===== config.mk =====
export PLATFORM = sky130hd
export DESIGN_NAME = vga_timing_gen_flat
export DESIGN_NICKNAME = d
export VERILOG_FILES = /design/src/rtl/vga_timing_gen_if.sv /design/src/rtl/vga_timing_gen.sv /design/src/flat_wrapper.sv
export SDC_FILE = /design/constraint.sdc
export NUM_CORES = 1
export LEC_CHECK = 0
export CAP_MARGIN = 15
export CORE_MARGIN = 2
export CORE_UTILIZATION = 55
export CTS_CLUSTER_DIAMETER = 30
export DETAILED_ROUTE_END_ITERATION = 6
export PLACE_DENSITY = 0.84
export REMOVE_ABC_BUFFERS = 1
export SYNTH_ARGS = -nofsm -noshare
export SYNTH_HDL_FRONTEND = slang
export SYNTH_SLANG_ARGS = --single-unit
export TNS_END_PERCENT = 1

===== constraint.sdc =====
create_clock -name Clk -period 5.1 [get_ports Clk]
set_input_delay 1.02 -clock Clk [delete_from_list [all_inputs] [get_ports Clk]]
set_output_delay 1.02 -clock Clk [all_outputs]
set_load 0.02 [all_outputs]

===== src/rtl/vga_timing_gen_if.sv =====
// Pixel-scan interface between the VGA raster source and the sprite renderers.
// The raster is a free-running stream: there is no valid/ready pair and no
// backpressure. Every field except vga_clk is updated together on the Clk
// edge where vga_clk falls. All fields therefore describe the same pixel, and
// consumers may sample them on the vga_clk rising edge.
interface vga_timing_gen_if;
   logic       vga_clk;
   logic       hs;
   logic       vs;
   logic       blank;
   logic [9:0] DrawX;
   logic [9:0] DrawY;
   logic       frame_start;
   logic       sec_tick;

   // Raster source side
   modport master (
      output vga_clk, hs, vs, blank, DrawX, DrawY, frame_start, sec_tick
   );

   // Renderer side
   modport slave (
      input vga_clk, hs, vs, blank, DrawX, DrawY, frame_start, sec_tick
   );
endinterface


===== src/rtl/vga_timing_gen.sv =====
// vga_timing_gen: 640x480@60 raster timing from a 50 MHz system clock.
// Divides Clk by two into the pixel clock vga_clk. It scans DrawX/DrawY and
// emits hs, vs, blank and frame_start, all registered with the coordinate
// they describe.
// Optional feature macro: FRAME_TICK_EN. When it is defined, a frame counter
// pulses sec_tick once every TICK_FRAMES frames. When it is undefined,
// sec_tick is tied low and no counter is built.
module vga_timing_gen #(
   parameter int H_VISIBLE   = 640,
   parameter int H_FRONT     = 16,
   parameter int H_SYNC      = 96,
   parameter int H_BACK      = 48,
   parameter int V_VISIBLE   = 480,
   parameter int V_FRONT     = 10,
   parameter int V_SYNC      = 2,
   parameter int V_BACK      = 33,
   parameter int TICK_FRAMES = 60
) (
   input  logic             Clk,
   input  logic             Reset,
   vga_timing_gen_if.master vga_o
);

   localparam int H_TOTAL = H_VISIBLE + H_FRONT + H_SYNC + H_BACK;
   localparam int V_TOTAL = V_VISIBLE + V_FRONT + V_SYNC + V_BACK;

   // Boundaries are sized to the 10-bit coordinate.
   // All compares run at full counter width.
   localparam logic [9:0] H_LAST   = 10'(H_TOTAL - 1);
   localparam logic [9:0] V_LAST   = 10'(V_TOTAL - 1);
   localparam logic [9:0] H_VIS    = 10'(H_VISIBLE);
   localparam logic [9:0] V_VIS    = 10'(V_VISIBLE);
   localparam logic [9:0] HS_START = 10'(H_VISIBLE + H_FRONT);
   localparam logic [9:0] HS_END   = 10'(H_VISIBLE + H_FRONT + H_SYNC);
   localparam logic [9:0] VS_START = 10'(V_VISIBLE + V_FRONT);
   localparam logic [9:0] VS_END   = 10'(V_VISIBLE + V_FRONT + V_SYNC);

   logic       vga_clk_q, vga_clk_d;
   logic       pix_adv;
   logic [9:0] x_q, x_d;
   logic [9:0] y_q, y_d;
   logic       hs_q, hs_d;
   logic       vs_q, vs_d;
   logic       blank_q, blank_d;
   logic       frame_start_q, frame_start_d;

   // Pixel clock: toggle every Clk; the first edge after reset drives 1.
   always_comb begin
      vga_clk_d = ~vga_clk_q;
   end

   // Pixel clock register
   always_ff @(posedge Clk) begin
      if (Reset) begin
         vga_clk_q <= 1'b0;
      end else begin
         vga_clk_q <= vga_clk_d;
      end
   end

   // The raster advances on the Clk edge that takes vga_clk from 1 to 0.
   // Outputs are therefore settled a full Clk before vga_clk rises.
   assign pix_adv = vga_clk_q;

   // Next coordinate: step X each pixel period; wrap X into a Y step and wrap Y
   // at the end of the frame.
   always_comb begin
      x_d = x_q;
      y_d = y_q;
      if (pix_adv) begin
         if (x_q == H_LAST) begin
            x_d = '0;
            if (y_q == V_LAST) begin
               y_d = '0;
            end else begin
               y_d = y_q + 10'd1;
            end
         end else begin
            x_d = x_q + 10'd1;
         end
      end
   end

   // Decode the flags from the coordinate being loaded.
   // Flags and coordinate are then registered together with zero skew.
   always_comb begin
      hs_d          = ~((x_d >= HS_START) && (x_d < HS_END));
      vs_d          = ~((y_d >= VS_START) && (y_d < VS_END));
      blank_d       = (x_d < H_VIS) && (y_d < V_VIS);
      frame_start_d = (x_d == 10'd0) && (y_d == 10'd0);
   end

   // Raster state: coordinate plus its decoded flags.
   // Reset restarts the scan at (0,0).
   always_ff @(posedge Clk) begin
      if (Reset) begin
         x_q           <= '0;
         y_q           <= '0;
         hs_q          <= 1'b1;
         vs_q          <= 1'b1;
         blank_q       <= 1'b1;
         frame_start_q <= 1'b1;
      end else begin
         x_q           <= x_d;
         y_q           <= y_d;
         hs_q          <= hs_d;
         vs_q          <= vs_d;
         blank_q       <= blank_d;
         frame_start_q <= frame_start_d;
      end
   end

`ifdef FRAME_TICK_EN
   localparam logic [5:0] TICK_LAST = 6'(TICK_FRAMES - 1);

   logic [5:0] frame_cnt_q, frame_cnt_d;
   logic       sec_tick_q, sec_tick_d;

   // Count generated frame starts. The reset-time frame_start is frame 0 and
   // is not counted. The tick fires with the frame_start that wraps the count.
   always_comb begin
      frame_cnt_d = frame_cnt_q;
      sec_tick_d  = sec_tick_q;
      if (pix_adv) begin
         sec_tick_d = 1'b0;
         if (frame_start_d) begin
            if (frame_cnt_q == TICK_LAST) begin
               frame_cnt_d = '0;
               sec_tick_d  = 1'b1;
            end else begin
               frame_cnt_d = frame_cnt_q + 6'd1;
            end
         end
      end
   end

   // Frame counter and tick registers
   always_ff @(posedge Clk) begin
      if (Reset) begin
         frame_cnt_q <= '0;
         sec_tick_q  <= 1'b0;
      end else begin
         frame_cnt_q <= frame_cnt_d;
         sec_tick_q  <= sec_tick_d;
      end
   end

   assign vga_o.sec_tick = sec_tick_q;
`else
   assign vga_o.sec_tick = 1'b0;
`endif

   assign vga_o.vga_clk     = vga_clk_q;
   assign vga_o.DrawX       = x_q;
   assign vga_o.DrawY       = y_q;
   assign vga_o.hs          = hs_q;
   assign vga_o.vs          = vs_q;
   assign vga_o.blank       = blank_q;
   assign vga_o.frame_start = frame_start_q;

endmodule


===== src/flat_wrapper.sv =====
// flat-port wrapper written by rule: the top's interface ports become plain ports
module vga_timing_gen_flat 
#(
   parameter int H_VISIBLE   = 640,
   parameter int H_FRONT     = 16,
   parameter int H_SYNC      = 96,
   parameter int H_BACK      = 48,
   parameter int V_VISIBLE   = 480,
   parameter int V_FRONT     = 10,
   parameter int V_SYNC      = 2,
   parameter int V_BACK      = 33,
   parameter int TICK_FRAMES = 60
)
  (Clk, Reset, vga_o_vga_clk, vga_o_hs, vga_o_vs, vga_o_blank, vga_o_DrawX, vga_o_DrawY, vga_o_frame_start, vga_o_sec_tick);
  vga_timing_gen_if vga_o_i ();
  input  logic Clk;
  input  logic Reset;
  output wire logic [$bits(vga_o_i.vga_clk)-1:0] vga_o_vga_clk;
  output wire logic [$bits(vga_o_i.hs)-1:0] vga_o_hs;
  output wire logic [$bits(vga_o_i.vs)-1:0] vga_o_vs;
  output wire logic [$bits(vga_o_i.blank)-1:0] vga_o_blank;
  output wire logic [$bits(vga_o_i.DrawX)-1:0] vga_o_DrawX;
  output wire logic [$bits(vga_o_i.DrawY)-1:0] vga_o_DrawY;
  output wire logic [$bits(vga_o_i.frame_start)-1:0] vga_o_frame_start;
  output wire logic [$bits(vga_o_i.sec_tick)-1:0] vga_o_sec_tick;
  assign vga_o_vga_clk = vga_o_i.vga_clk;
  assign vga_o_hs = vga_o_i.hs;
  assign vga_o_vs = vga_o_i.vs;
  assign vga_o_blank = vga_o_i.blank;
  assign vga_o_DrawX = vga_o_i.DrawX;
  assign vga_o_DrawY = vga_o_i.DrawY;
  assign vga_o_frame_start = vga_o_i.frame_start;
  assign vga_o_sec_tick = vga_o_i.sec_tick;
  vga_timing_gen #(.H_VISIBLE(H_VISIBLE), .H_FRONT(H_FRONT), .H_SYNC(H_SYNC), .H_BACK(H_BACK), .V_VISIBLE(V_VISIBLE), .V_FRONT(V_FRONT), .V_SYNC(V_SYNC), .V_BACK(V_BACK), .TICK_FRAMES(TICK_FRAMES)) u_core (.Clk(Clk), .Reset(Reset), .vga_o(vga_o_i));
endmodule

==> impl_summary.md, run 1 <==
Floorplanning
The initial utilization of the core area, before any placement, comes to 0.589. The initialized floorplan defines 18 standard-cell rows. The number of top-level pins is 28. The die is 55.7 um tall. The area of the placeable core is 0.00250 mm2. The die covers 0.00311 mm2. From left edge to right edge, the die measures 55.7 um.

Logic synthesis
The fraction of synthesized cell area taken by the top area cell type is 0.340. After synthesis, the netlist uses 54 different library cells. The synthesized design contains 25 register bits.

The synthesized netlist cell count is between 150 and 200. In the synthesized netlist the async set-or-reset flop fraction comes to 0. After synthesis the cells add up to approximately 0.0015 mm2. By area the synthesized netlist is led by dfxtp_1 (34%), xnor2_1 (4.8%), xor2_1 (4.8%), nor2_1 (3.6%), nand3_1 (3.4%). The biggest area contributor in the post-synthesis netlist is dfxtp_1. The mean post-synth cell area is 8.66 um2. The share of the Yosys chip area taken by registers is 0.340. For this run, the leading register cell type out of synthesis is dfxtp_1.

The Yosys step of the flow raised 0 warnings. Yosys mapped a number of flops with a built-in enable equal to 0.

Worst setup path
The critical register-to-register path startpoint is u_core.vga_o.DrawX[0]. At the worst endpoint, the required time is 5310 ps. The critical path startpoint is u_core.vga_o.DrawX[0].

The worst setup path is launched from a flop. The endpoint arrival time on the critical path is 2910 ps. The type of the setup path with the least slack is reg -> reg. The worst setup path is captured at a flop. The largest fanout on the critical path is 8.

Worst hold path
The worst hold path belongs to the class reg -> reg. In this run the most critical hold path is launched from u_core.vga_o.DrawX[1].

Detailed routing
The number of vias in the routed layout is 1344. The wire length per cell is 15.2 um. The first detailed-routing pass took 4 iterations.

The count of routing violations after the opening detailed-route iteration is 46. Once detail routing completed, the nets flagged for antenna violations numbered 0. The final layout contains routed wiring with a total length of 3350 um. The DRC violation count after routing is 0. The number of vias per cell is around 6.1.

Pwr
The static leakage is 0.605 nW. The clock share of power is 0.286. The overall power is around 0.00031 W. Across the VDD grid, the largest voltage drop is 0.000143 V. The fraction of power consumed by sequential logic is 0.646. Power spread over the standard cell area amounts to 180 mW/mm2. Summed over all nets, the switching power comes to 0.0000742 W. Of the total power, the share spent switching nets is 0.237. The cell-internal power is 0.000239 W. The portion of total power attributed to combinational logic is 0.068.

STA
Setup violations remaining at the end of the flow were counted as 0. The worst pin sits at a relative slew slack of 0.456. Setup total negative slack on the finished layout was measured at 0 ps. Between clock sinks in the finished design, the worst skew comes to 4.03 ps. The post-layout minimum cycle time is 2700 ps. For the pin with the worst max-slew slack, the measured transition is 813 ps. The final count of pins violating max slew came to 0. The number of hold violations in the final report is 0. The share of the clock period used by the worst path after layout is 0.529. The highest clock rate is 371 MHz.

Setup repair after global routing left no endpoint under its margin.

Clock tree
The largest buffer count on any clock path is 2. The post-cts repair resize count is 0. In this run the number of H-tree levels came out at 1.

The clock tree from TritonCTS is done. After clock tree synthesis, the clock-pin slew on the worst setup and hold paths is 130 ps. The root buffer selected by CTS is clkbuf_4. The number of hold buffers added after cts is 0. The clock sink total is 25. The number of post-CTS setup repair buffers is 0. Clock latency on the worst-skew pair, taken at its later pin, is 320 ps. Buffers inserted during clock tree synthesis total 3.

Global routing
The initial antenna violation count was 0. The global router's overall resource usage is 0.229. The via count of the first global-routing pass came to 1257.

Entering global routing, the biggest net connects 23 pins. The global-route wire length before repair is 5780 um. For this run the aggregate overflow at the end of global routing stands at 0.

Placement
After detailed placement, the total cell area comes to 0.00171 mm2. The congestion estimate from routability-driven global placement came to 0.899. The estimated wirelength of the detail-placed design is 2520 um. Buffers placed on the I/O ports in this run total 26.

Final layout
The layout cell share with drive strength beyond 1 is 0.0737. In the layout the commonest cells are clkdlybuf4s50_1 (26), dfxtp_1 (25), nor2_1 (14). The library cell used most frequently in the layout, excluding fill and tap cells, is clkdlybuf4s50_1. For this run, the share of the core covered by cells in the final layout is 0.697. The number of diodes is 0. The net count of the finished layout is 196.

The finished cells cover 0.00174 mm2. The number of fill cells is 188. The signed area change from the synthesized netlist to the final layout is 18.4%.

Job
The number of maximum-capacitance violations is 0.

Run status
The run finished with clean final reports.
routing by layer:
metal  part of all wire  track usage  vias to the layer above
li1                   -            -                      661
met1               0.45        0.300                      636
met2               0.49        0.379                       42
met3              0.057       0.0465                        5
met4             0.0081       0.0627                        0
met5                  0            0                        -
layout make-up:
cell class                      count  area (um2)  share of cell area
Multi-Input combinational cell    131         900               0.516
Sequential cell                    25         500               0.287
Timing Repair Buffer               27         268               0.154
Tap cell                           30        37.5              0.0215
Clock buffer                        4        26.3              0.0151
Inverter                            3        11.3             0.00646
registers in the layout, indices dropped and copies added, names as in the netlist:
signal                    cells
u_core.vga_o.DrawX           10
u_core.vga_o.DrawY           10
u_core.vga_o.blank            1
u_core.vga_o.frame_start      1
u_core.vga_o.hs               1
u_core.vga_o.vga_clk          1
u_core.vga_o.vs               1
logic make-up after synthesis:
family / after synthesis / share of synthesized area
AND/OR/NAND/NOR: 83 / 0.347
AO/OA/AOI/OAI: 27 / 0.134
flip-flops: 25 / 0.340
XOR/XNOR: 16 / 0.0952
buffers and inverters: 14 / 0.0493
adder cells (fa/ha/maj): 3 / 0.0255
other: 1 / 0.00255
multiplexers: 1 / 0.00680
worst max-delay path, cell delays in order (launching register included):
cell,delay [ps]
dfxtp_1,490
ha_1,330
and4_1,380
nand4_2,250
or4_1,550
a211oi_2,230
and4bb_1,270
nand3_1,80
worst paths after layout:
check / cells after the start / slack (ps) / endpoint
worst min register to register: 2 / 560 / u_core.vga_o.DrawX[1]
worst max-delay path: 7 / 2400 / u_core.vga_o.vs
worst min-delay path: 2 / 560 / u_core.vga_o.DrawX[1]
worst max register to register: 7 / 2400 / u_core.vga_o.vs
power groups by stage:
stage / clock network [W] / logic [W] / registers, W
detailed placement: 0 / 0.0000211 / 0.000206
global placement: 0 / 0.0000209 / 0.000206
CTS: 0.0000920 / 0.0000212 / 0.000202
global route: 0.0000970 / 0.0000231 / 0.000203
finish: 0.0000895 / 0.0000211 / 0.000202
floorplan: 0 / 0.00000901 / 0.000208
through the flow:
step / hold slack, ps / setup WS, ps / instances
after floorplan: 587 / 2570 / 159
after global placement: 523 / 2420 / 215
after detailed placement: 539 / 2320 / 215
after CTS: 561 / 2300 / 219
after global routing: 594 / 2240 / 220
final: 564 / 2400 / 220
synthesized netlist by cell type, types with 2 or more instances:
cell type	number
ha_1	3
a21oi_1	8
or4_1	2
xnor2_1	8
o211ai_1	2
nand2b_1	4
buf_2	3
and3_1	3
nor4b_1	2
nor2_1	14
a31o_1	2
o21bai_1	2
nor3b_1	2
buf_4	2
dfxtp_1	25
nor2b_1	2
nand3_1	10
nand2_1	12
xor2_1	8
a31oi_1	2
inv_1	3
nand4_1	7
nor4_1	3
clkbuf_1	3
nor3_1	9
No activity file was read; power rests on OpenSTA's default activity.
==> inputs of run 2 (changes only) <==
--- a/config.mk
+++ b/config.mk
@@ -7,10 +7,10 @@
 export LEC_CHECK = 0
 export CAP_MARGIN = 15
 export CORE_MARGIN = 2
-export CORE_UTILIZATION = 55
+export CORE_UTILIZATION = 51
 export CTS_CLUSTER_DIAMETER = 30
 export DETAILED_ROUTE_END_ITERATION = 6
-export PLACE_DENSITY = 0.84
+export PLACE_DENSITY = 0.79
 export REMOVE_ABC_BUFFERS = 1
 export SYNTH_ARGS = -nofsm -noshare
 export SYNTH_HDL_FRONTEND = slang
==> constraint.sdc (replaced) <==
create_clock -name Clk -period 2.5 [get_ports Clk]
set_input_delay 0.5 -clock Clk [delete_from_list [all_inputs] [get_ports Clk]]
set_output_delay 0.5 -clock Clk [all_outputs]
set_load 0.02 [all_outputs]
==> impl_summary.md, run 2 (synthesis gave the netlist of run 1 again) <==
Worst setup path
The endpoint arrival time on the critical path is 2570 ps (-340 ps). The setup path with the least slack is of type reg -> reg. The delay contributed by the slowest stage of the critical path is 580 ps (+30 ps). The largest individual stage delay along the critical path comes from the cell or4b_4. Traced cell by cell, the critical path runs through or4b_4 -> nor3_1 -> a31oi_1 -> nor4_1 -> nand3_1.

The critical path buffer and inverter count is 0 (unchanged). The largest fanout on the critical path is 5 (-3). The worst path required time is 2710 ps (-2600 ps). The worst setup path is captured at a flop. The critical path's top delay family is simple AND/OR/NAND/NOR gates. The element type at the critical path start is a flop.

STA
The highest clock rate is 423 MHz (+14%). The total negative setup slack came to 0 ps (unchanged). The post-layout minimum cycle time is 2360 ps (-334 ps). Setup repair after global routing left no endpoint under its margin. The worst hold slack after final layout was 499 ps (-65.4 ps).

The share of the clock period used by the worst path after layout is 0.945 (+0.416). The number of hold violations in the final report is 0 (unchanged). The headroom to the max-slew limit came to 0.664 (+0.208). The slew of the pin with the lowest slew margin is 500 ps (-314 ps). The setup skew after layout is 6.38 ps (+2.36 ps). The final setup violation count came to 0 (unchanged). The final count of pins violating max slew is 0 (unchanged).

Pwr
The switching part of the total came to 0.241 (+0.00362). The cell-internal power is 0.000489 W (+100%). The static leakage is 0.666 nW (+10%). The clock share of power was 0.285 (about the same).

The power per standard cell area was 347 mW/mm2 (+93%). The power spent charging and discharging nets is 0.000155 W (+110%). The portion of total power attributed to combinational logic came to 0.078 (+0.010). The fraction of power consumed by sequential logic is 0.637 (-0.009). The overall power is 0.000644 W (+110%). The largest vdd supply drop is 0.000408 V (+190%).

Global routing
The global-route wire length before repair came to 5970 um (+3.3%). The global router's overall resource usage is 0.226 (-0.00238). The initial antenna violation count is 0 (unchanged).

The overall overflow remaining after global route was 0 (unchanged). The maximum number of pins on one net before global-route repair is 16 (-30%). The via count of the first global-routing pass came to 1294 (+2.9%).

Final layout
The sequential cell area is 503 um2 (+0.50%). In the layout the commonest cells are clkdlybuf4s50_1 (26), dfxtp_1 (23), nor2_1 (14). The number of diodes came to 0 (unchanged). The layout cell share with drive strength beyond 1 is 0.158 (+0.0847).

The area of the multi-input gates is 912 um2 (+1.4%). The library cell used most frequently in the layout, excluding fill and tap cells, is clkdlybuf4s50_1. The number of fill cells is 229 (+22%). The net total in the final layout is 208 (+6.1%). From synthesis to final layout, the design area changed by 25.8%.

Floorplanning
The width of the die is 57.7 um (+3.6%). The area of the placeable core is 0.00276 mm2 (+10%). The starting utilization of the core area is 0.534 (-0.0551).

The number of top-level pins was 28 (unchanged). The standard-cell row count is 19 (+1). The height of the die was 57.7 um (+3.6%). The area of the die came to 0.00333 mm2 (+7.3%).

Detailed routing
The number of vias in the routed layout came to 1377 (+2.5%). The count of nets left with antenna violations after detail routing is 0 (unchanged). The routed wire length is 3650 um (+9.1%). The wire length per cell is 15.7 um (+3.0%).

The number of vias per cell came to 5.91 (-3.3%). The number of iterations in the first detailed-routing pass is 4 (unchanged). The DRC violation count after routing is 0 (unchanged). The count of routing violations after the opening detailed-route iteration is 33 (-28%).

Placement
The estimated wirelength of the detail-placed design came to 2700 um (+7.4%). The number of port buffers is 26 (unchanged). The final estimated routing congestion in global placement is 0.865 (-3.7%).

Clock tree
The largest buffer count on any clock path was 2 (unchanged). The clock latency on the worst-skew pair was 320 ps (about the same). The clock-pin transition on the worst setup and hold timing paths is 140 ps (about the same). The H-tree level count came to 1 (unchanged). The clock buffer count from CTS was 3 (unchanged).

The clock tree from TritonCTS is done. The clock sink total is 25 (unchanged). The number of hold buffers added after cts is 0 (unchanged). The root buffer cell chosen for the clock tree is clkbuf_4.

Job
The number of maximum-capacitance violations is 0 (unchanged).

Worst hold path
The worst hold path belongs to the class reg -> reg.

Run status
The run finished with clean final reports.
[run 2: cell count changes in the layout (fill, tap and decap cells not counted), sizes merged]
cell | previous run | this run
buf | 0 | 13
clkinvlp | 0 | 1
clkbuf | 5 | 3
[run 2: worst paths after layout]
path                                       startpoint              endpoint  slack, ps  cells past startpoint
worst min register to register   u_core.vga_o.vga_clk  u_core.vga_o.vga_clk        500                      1
worst min-delay path             u_core.vga_o.vga_clk  u_core.vga_o.vga_clk        500                      1
worst max register to register  u_core.vga_o.DrawX[7]       u_core.vga_o.vs        140                      5
worst max-delay path            u_core.vga_o.DrawX[7]       u_core.vga_o.vs        140                      5
[run 2: power groups by stage]
| stage | sequential [W] | combinational, W | clock (W) |
|---|---|---|---|
| after global placement | 0.000418 | 0.0000493 | 0 |
| after floorplan | 0.000425 | 0.0000184 | 0 |
| final | 0.000410 | 0.0000501 | 0.000183 |
| after detailed placement | 0.000418 | 0.0000496 | 0 |
| after CTS | 0.000409 | 0.0000499 | 0.000187 |
| after global routing | 0.000412 | 0.0000555 | 0.000202 |
[run 2: repair_timing]
item                       in CTS  in global routing
setup buffers                   0                  2
setup endpoints to repair       0                  3
gates resized for setup         0                  5
[run 2: final cells by class]
cell class,count,share of cell area
multi-input combinational,131,0.492
sequential,25,0.271
clock inverter,1,0.00405
timing repair buffer,39,0.193
tap,31,0.0209
clock buffer,3,0.0122
inverter,3,0.00608
[run 2: worst reg2reg max path: cells and delay by family (launching register included)]
| family | cells | cell delay, ps |
|---|---|---|
| AND/OR/NAND/NOR | 4 | 1610 |
| flip-flops | 1 | 390 |
| AO/OA/AOI/OAI | 1 | 260 |
[run 2: through the flow]
step	std cells	util	area [um2]	setup slack (ps)
2_1_floorplan	159	-	1410	-27.9
3_3_place_gp	227	0.650	1790	181
3_5_place_dp	227	0.650	1790	102
4_1_cts	231	0.661	1820	69.1
5_1_grt	233	0.672	1850	24.8
6_report	233	0.672	1850	137
[run 2: per-layer routing]
layer	part of all wire	routed length, um	track usage
met5	0	0	0
met4	0.015	53	0.0764
met3	0.041	148	0.0313
met2	0.50	1820	0.388
met1	0.45	1630	0.291
